**src/rtl/clock_ctrl.sv**
```systemverilog
// rtl/clock_ctrl.sv - 12-hour timekeeper with 1 Hz tick and debounced mode/increment buttons
module clock_ctrl #(
  parameter int sys_freq  = 100000000,
  parameter int db_cycles = 1000000
) (
  input  logic        clk,
  input  logic        btnU,
  input  logic        btnC,
  input  logic        btnR,
  output logic [11:0] time_bus,
  output logic        pm,
  output logic [1:0]  set_mode,
  output logic        sec_tick
);

  localparam int TW = (sys_freq > 1) ? $clog2(sys_freq) : 1;
  localparam int DW = (db_cycles > 1) ? $clog2(db_cycles + 1) : 1;
  localparam logic [TW-1:0] TICK_LAST = TW'(sys_freq - 1);
  localparam logic [DW-1:0] DB_LAST   = DW'(db_cycles - 1);

  typedef enum logic [1:0] {
    RUN     = 2'b00,
    SET_HR  = 2'b01,
    SET_MIN = 2'b10
  } mode_t;

  // index 0 is the mode button, index 1 the increment button
  logic [1:0]    w_raw;
  logic [1:0]    r_meta;
  logic [1:0]    r_sync;
  logic [1:0]    r_level;
  logic [1:0]    r_level_d;
  logic [DW-1:0] r_db_cnt [2];
  logic [1:0]    w_pulse;
  logic          w_c_pulse;
  logic          w_r_pulse;

  mode_t         r_mode;
  mode_t         w_mode_next;
  logic [TW-1:0] r_tick_cnt;
  logic          w_tick;
  logic          w_exit;

  logic [3:0]    r_hour;
  logic [3:0]    r_tenmin;
  logic [3:0]    r_min;
  logic [5:0]    r_sec;
  logic          r_pm;
  logic [3:0]    w_hour_n;
  logic [3:0]    w_ten_n;
  logic [3:0]    w_min_n;
  logic [5:0]    w_sec_n;
  logic          w_pm_n;
  logic          w_min_adv;
  logic          w_hour_adv;

  assign w_raw     = {btnR, btnC};
  assign w_pulse   = r_level & ~r_level_d;
  assign w_c_pulse = w_pulse[0];
  assign w_r_pulse = w_pulse[1];

  always_ff @(posedge clk) begin
    if (btnU) begin
      r_meta    <= '0;
      r_sync    <= '0;
      r_level   <= '0;
      r_level_d <= '0;
      for (int i = 0; i < 2; i++) r_db_cnt[i] <= '0;
    end else begin
      r_meta    <= w_raw;
      r_sync    <= r_meta;
      r_level_d <= r_level;
      for (int i = 0; i < 2; i++) begin
        if (r_sync[i] == r_level[i]) begin
          r_db_cnt[i] <= '0;
        end else if (r_db_cnt[i] == DB_LAST) begin
          r_db_cnt[i] <= '0;
          r_level[i]  <= ~r_level[i];
        end else begin
          r_db_cnt[i] <= r_db_cnt[i] + DW'(1);
        end
      end
    end
  end

  assign w_tick   = (r_tick_cnt == TICK_LAST);
  assign w_exit   = (r_mode == SET_MIN) && w_c_pulse;
  assign sec_tick = w_tick;

  always_comb begin
    w_mode_next = r_mode;
    if (w_c_pulse) begin
      case (r_mode)
        RUN:     w_mode_next = SET_HR;
        SET_HR:  w_mode_next = SET_MIN;
        default: w_mode_next = RUN;
      endcase
    end
  end

  always_comb begin
    w_sec_n    = r_sec;
    w_min_n    = r_min;
    w_ten_n    = r_tenmin;
    w_hour_n   = r_hour;
    w_pm_n     = r_pm;
    w_min_adv  = 1'b0;
    w_hour_adv = 1'b0;
    case (r_mode)
      RUN: begin
        if (w_tick) begin
          if (r_sec == 6'd59) begin
            w_sec_n   = '0;
            w_min_adv = 1'b1;
          end else begin
            w_sec_n = r_sec + 6'd1;
          end
        end
      end
      SET_HR:  w_hour_adv = w_r_pulse && !w_c_pulse;
      SET_MIN: begin
        if (w_exit) w_sec_n = '0;
        else if (w_r_pulse) w_min_adv = 1'b1;
      end
      default: ;
    endcase
    // SET_MIN wraps 59->00 without carrying into the hour
    if (w_min_adv) begin
      if (r_min == 4'd9) begin
        w_min_n = 4'd0;
        if (r_tenmin == 4'd5) begin
          w_ten_n    = 4'd0;
          w_hour_adv = (r_mode == RUN);
        end else begin
          w_ten_n = r_tenmin + 4'd1;
        end
      end else begin
        w_min_n = r_min + 4'd1;
      end
    end
    if (w_hour_adv) begin
      if (r_hour == 4'd12) begin
        w_hour_n = 4'd1;
      end else begin
        w_hour_n = r_hour + 4'd1;
        if (r_hour == 4'd11) w_pm_n = ~r_pm;
      end
    end
  end

  always_ff @(posedge clk) begin
    if (btnU) begin
      r_mode     <= RUN;
      r_tick_cnt <= '0;
      r_hour     <= 4'd12;
      r_tenmin   <= 4'd0;
      r_min      <= 4'd0;
      r_sec      <= 6'd0;
      r_pm       <= 1'b0;
    end else begin
      r_mode     <= w_mode_next;
      r_tick_cnt <= (w_exit || w_tick) ? '0 : r_tick_cnt + TW'(1);
      r_hour     <= w_hour_n;
      r_tenmin   <= w_ten_n;
      r_min      <= w_min_n;
      r_sec      <= w_sec_n;
      r_pm       <= w_pm_n;
    end
  end

  assign time_bus = {r_hour, r_tenmin, r_min};
  assign pm       = r_pm;
  assign set_mode = r_mode;

endmodule

```
**config.mk**
```make
export PLATFORM = sky130hd
export DESIGN_NAME = clock_ctrl
export DESIGN_NICKNAME = d
export VERILOG_FILES = /design/src/rtl/clock_ctrl.sv
export SDC_FILE = /design/constraint.sdc
export NUM_CORES = 1
export LEC_CHECK = 0
export ABC_AREA = 1
export CAP_MARGIN = 20
export CORE_MARGIN = 5
export CORE_UTILIZATION = 60
export CTS_CLUSTER_DIAMETER = 100
export CTS_CLUSTER_SIZE = 20
export DETAILED_ROUTE_END_ITERATION = 10
export GPL_TIMING_DRIVEN = 0
export MAX_ROUTING_LAYER = met4
export PLACE_DENSITY = 0.76
export REMOVE_ABC_BUFFERS = 1
export SLEW_MARGIN = 30
export SYNTH_ARGS = -nofsm -noshare
export SYNTH_HDL_FRONTEND = slang
export SYNTH_SLANG_ARGS = --single-unit
```
**constraint.sdc**
```tcl
create_clock -name clk -period 3 [get_ports clk]
set_clock_uncertainty 0.05 [all_clocks]
set_input_delay 0.6 -clock clk [delete_from_list [all_inputs] [get_ports clk]]
set_output_delay 0.6 -clock clk [all_outputs]
set_load 0.01 [all_outputs]
```
* Word-level counts from Yosys, hierarchy flattened
Memory sizes are Yosys's and may differ from the RTL's. Cells that the tools add are included.
Storage, ports and cells: memories kept 1, flip-flop bits (word level) 56, input bits 4, output and inout bits 16, logic and storage cells 107, RAM bits 40
Memory list:
- r_db_cnt | words 2, bits a word 20, read ports 2, clocked after Yosys merged registers in 0, wr ports 2, line 33 | logic [DW-1:0] r_db_cnt [2];
Operators by class: reductions and logical operators 12, bitwise logic cells 14, multiplexer cells 47, eq/ne operators 14, add/subtract/negate cells 7
Operator list (count):
- $mux W20 | 6
- $add A20 B1 Y20 const B | 2
- $eq A20 B20 Y1 const B | 2
- $mux W1 | 32
- $add A27 B1 Y27 const B | 1
- $eq A27 B27 Y1 const B | 1
- $mux W6 | 3
- $add A4 B1 Y4 const B | 3
- $eq A4 B4 Y1 const B | 3
- $mux W4 | 3
- $pmux W6 S2 | 1
- $add A6 B1 Y6 const B | 1
- $eq A6 B6 Y1 const B | 1
- $not A1 Y1 | 6
- $or A1 B1 Y1 | 6
- $reduce_and A2 Y1 | 3
- $reduce_and A3 Y1 | 2
- $eq A4 B3 Y1 const B | 1
- $ne A2 B2 Y1 const B | 2
- $pmux W2 S2 | 1
- $and A2 B2 Y2 | 1
- $eq A1 B1 Y1 | 2
- $eq A2 B1 Y1 const B | 1
- $eq A2 B2 Y1 const B | 1
- 8 further kinds | 9

* Logic depth before layout (Yosys ltp)
word-level depth 9, depth in mapped cells 13, mapped depth without buffers 13

* Worst setup path after synthesis
No wires, ideal clock.
kind register to register, from mem r_db_cnt[1][0] (netlist name), to mem r_db_cnt[1][16] (netlist name), data pin, period minus slack after synthesis 1.891 ns, data required time 2.696 ns, setup time 0.254 ns, cell stages (with the launch flop) 11, path buffers 0, setup slack 1.109 ns, arrival time 1.586 ns, cells stage by stage edfxtp_1 > ha_1 > nand2_2 > nor3_4 > nand2_2 > nor3b_2 > nand2_2 > nor2_4 > nand2_2 > xor2_1 > nor2_2
RTL lines (line):
- start: declaration | 33

* Final worst setup path
from reg r_tick_cnt[0], to out sec_tick
On the way: cells in the longest elaborated chain, start to end 1
RTL lines:
- start: declaration | line 40 | logic [TW-1:0] r_tick_cnt;
- start signal: assignment | line 162 | r_tick_cnt <= (w_exit || w_tick) ? '0 : r_tick_cnt + TW'(1);
- $eq A27 B27 Y1 | line 86 | assign w_tick = (r_tick_cnt == TICK_LAST);
- end: declaration | line 13 | output logic sec_tick
No other way between the ends.

==> impl_metrics.csv <==
group,metric,value,unit
final_layout,layout.nets,686,
setup_path,r2r_end,"r_db_cnt[1][16]$_SDFFCE_PN0P_",
setup_path,cp_max_fo,3,
power,leakage,0.00208,µW
timing,finalSetupViolCount,0,
final_layout,area_delta_synth_final,12.6,%
hold_path,whs_path_depth,2,
run_status,status,"finished, final reports clean",
global_route,grt_usage,19.6,%
timing,max_freq,371,MHz
synthesis,synth_seq_cells,96,
global_route,met2_usage,32.3,%
synthesis,netlist_area,4980,µm²
timing,hold_viol_final,0,
clock_tree,cts_setup_buffers,0,
final_layout,final_common_cell,"nand2_1",
clock_tree,cts_root_buf,"clkbuf_8",
die,die-area,10200,µm²
setup_path,ff2ff_path_depth,10,
routing,drc,0,
clock_tree,postCtsHoldBufs,0,
routing,drtAntennaViolNets,0,
global_route,grtUsageMet1,24.4,%
final_layout,final_cell_mix,"89 x nand2_1, 83 x nor2_1, 77 x inv_1",
setup_path,crit_start,"r_tick_cnt[0]$_SDFF_PP0_",
routing,routed_via_density,5.11,
setup_path,arrival,2.05,ns
synthesis,synth-seq-area-share,46.6,%
clock_tree,cts_sinks,96,
die,start_util,61.3,%
synthesis,synthCells,614,
routing,wl_per_cell,11.5,µm
global_route,grt_max_degree,28,
power,powerDensity,411,nW/µm²
power,ir_worst_vdd,0.000325,V
timing,drv_slew,0,
clock_tree,h-tree-depth,3,
synthesis,ys_warn_count,0,
die,rows,33,
setup_path,critical_path.cell_chain,"ha_1, nand2_1, nor2_4, nand2_2, nor2_2, nand2_2, inv_2, clkdlybuf4s50_1",
final_layout,layout.cells.non_filler,786,
clock_tree,cts_max_path_buffers,2,
final_layout,layout-drive-gt1-share,9.54,%
hold_path,worstHoldPathType,"flop to flop",
die,die_y,101,µm
clock_tree,clock_latency,0.35,ns
timing,period_share,89.9,%
timing,relSlewSlack,59.0,%
setup_path,endpoint,"sec_tick",
routing,vias,4016,
setup_path,rr_startpoint,"r_db_cnt[1][0]$_SDFFCE_PN0P_",
clock_tree,clk_pin_slew,0.09,ns
setup_path,slowest_stage,"clkdlybuf4s50_1",
global_route,antenna_found_initial,0,
clock_tree,cts_tree,"yes",
global_route,busiest_layer,"met2",
setup_path,worstSetupPathType,"flop to output pin",
setup_path,cp-end-kind,"output pin",
power,power,2310,µW
placement,pre_cts_slack,-0.283,ns
synthesis,syn_avg_cell_area,8.12,µm²
placement,gp_congestion,0.863,
final_layout,final_core_util,69.0,%
global_route,overflow,0,
final_layout,n_antenna_cell,0,
setup_path,cpPeakStageDelay,0.53,ns
routing,drtPass1Iterations,5,
placement,dpl.cell_count,770,
global_route,grt_pass1_vias,3916,
timing,timing.final.crit_period,2.70,ns
die,die_w,101,µm
global_route,use_met3,3.31,%
setup_path,crit_top_cell,"nand2_2",
flow_run,drv_cap,0,
routing,drt_wl_total,9.03,mm
timing,grt_setup_unrepaired,"false",
setup_path,required,2.35,ns
die,io_pins,20,
setup_path,start_kind,"flop",
clock_tree,numCtsBuffers,9,
timing,timing.final.ws_setup,0.304,ns
routing,drtIter0Drc,126,
timing,worst_slew_pin_slew,0.614,ns
placement,dpl.hpwl,6.70,mm
setup_path,reg2reg_slack,0.84,ns
global_route,grt_first_pass_wirelength,16.3,mm
placement,portBuffers,19,
synthesis,synthDistinctLibCells,41,
die,core,8130,µm²
what timing repair did:
item                                   4_1_cts  5_1_grt
endpoints found under the hold margin        0        0
setup endpoints to repair                    0       15
gates resized for setup                      0        3
area by class of cell:
| type | instances | area [µm²] |
|---|---|---|
| clock inverters | 6 | 60.1 |
| multi-input cells | 465 | 2450 |
| inverters | 85 | 323 |
| repair buffers | 19 | 190 |
| clock buffers | 10 | 128 |
| flip-flops and latches | 96 | 2320 |
| fillers | 672 | 2520 |
| well taps | 105 | 131 |
synth_stat cells:
cell / n / area [µm²]
nand3_2: 1 / 10.0
nor3_2: 3 / 30.0
nand3b_1: 1 / 7.51
o21a_1: 6 / 45.0
or2_0: 3 / 18.8
nand2_1: 91 / 342
nor2_2: 7 / 43.8
nor4b_1: 1 / 8.76
nand2_2: 11 / 68.8
nor3b_1: 10 / 75.1
and3_1: 1 / 6.26
nor2_4: 4 / 45.0
nand3_1: 32 / 160
ha_1: 6 / 75.1
buf_2: 4 / 20.0
nor4_1: 3 / 18.8
o21ai_1: 3 / 15.0
or2_2: 5 / 31.3
nand4_2: 2 / 25.0
o211ai_1: 3 / 22.5
a31oi_1: 7 / 43.8
xor2_1: 17 / 149
o21bai_1: 3 / 22.5
xnor2_1: 4 / 35.0
nor3b_2: 3 / 37.5
edfxtp_1: 40 / 1200
or2_1: 1 / 6.26
nor3_1: 38 / 190
inv_2: 7 / 26.3
clkbuf_1: 2 / 7.51
nand4_1: 18 / 113
a21oi_1: 35 / 175
nor3_4: 1 / 16.3
conb_1: 1 / 3.75
nor2_1: 83 / 312
dfxtp_1: 56 / 1120
nand2_4: 5 / 56.3
buf_6: 1 / 11.3
o21ai_0: 13 / 65.1
a211oi_1: 4 / 30.0
inv_1: 78 / 293
layer usage:
metal	vias to the layer above	part of all wire, %
met3	12	3.3
li1	2129	-
met1	1812	47
met5	-	0
met4	0	1.3
met2	63	48
registers in the layout (all words and copies together), names as in the netlist:
name,cells
pm,1
r_db_cnt,40
r_hour,4
r_level,2
r_level_d,2
r_meta,2
r_min,4
r_sec,6
r_sync,2
r_tenmin,4
r_tick_cnt,27
set_mode,2
metrics by stage:
| stage | setup TNS, ns | hold slack, ns | area, µm² |
|---|---|---|---|
| floorplan | 0 | 0.338 | 5090 |
| global placement | -2.95 | 0.340 | 5410 |
| detailed placement | -3.88 | 0.345 | 5410 |
| CTS | 0 | 0.357 | 5600 |
| global route | 0 | 0.378 | 5610 |
| finish | 0 | 0.358 | 5610 |
report_power, final:
part | internal, µW | total [µW] | leakage [µW] | switching, µW
clock network | 380 | 813 | 0.0000836 | 433
registers | 1390 | 1410 | 0.000865 | 25.6
logic | 25.5 | 80.3 | 0.00113 | 54.8
total | 1790 | 2310 | 0.00208 | 513
kinds of logic (layout without fill, tap and decap cells):
kind of cell	after synthesis	count (layout)	synth area share, %
and+or+nand+nor	324	324	32.5
xor gates and xnor gates	21	21	3.69
adders and majority gates	6	6	1.51
AOI/OAI and AO/OA	74	74	8.41
buffers and inverters	92	120	7.18
DFF	96	96	46.6
other	1	40	0.0752
worst max-delay path: cells and delay by family (launching register included):
kind	cells	cell delay, ns
buffers and inverters	2	0.61
and+or+nand+nor	5	0.55
adders and majority gates	1	0.17
DFF	1	0.36
how the worst min path moves through the flow:
stage                         start                   end  slack [ns]
2_1_floorplan  r_meta[0]$_SDFF_PP0_  r_sync[0]$_SDFF_PP0_        0.34
3_5_place_dp   r_meta[1]$_SDFF_PP0_  r_sync[1]$_SDFF_PP0_        0.34
5_1_grt        r_meta[0]$_SDFF_PP0_  r_sync[0]$_SDFF_PP0_        0.38
3_3_place_gp   r_meta[1]$_SDFF_PP0_  r_sync[1]$_SDFF_PP0_        0.34
6_report       r_meta[1]$_SDFF_PP0_  r_sync[1]$_SDFF_PP0_        0.36
4_1_cts        r_meta[1]$_SDFF_PP0_  r_sync[1]$_SDFF_PP0_        0.36
(Power assumes the default switching activity.)
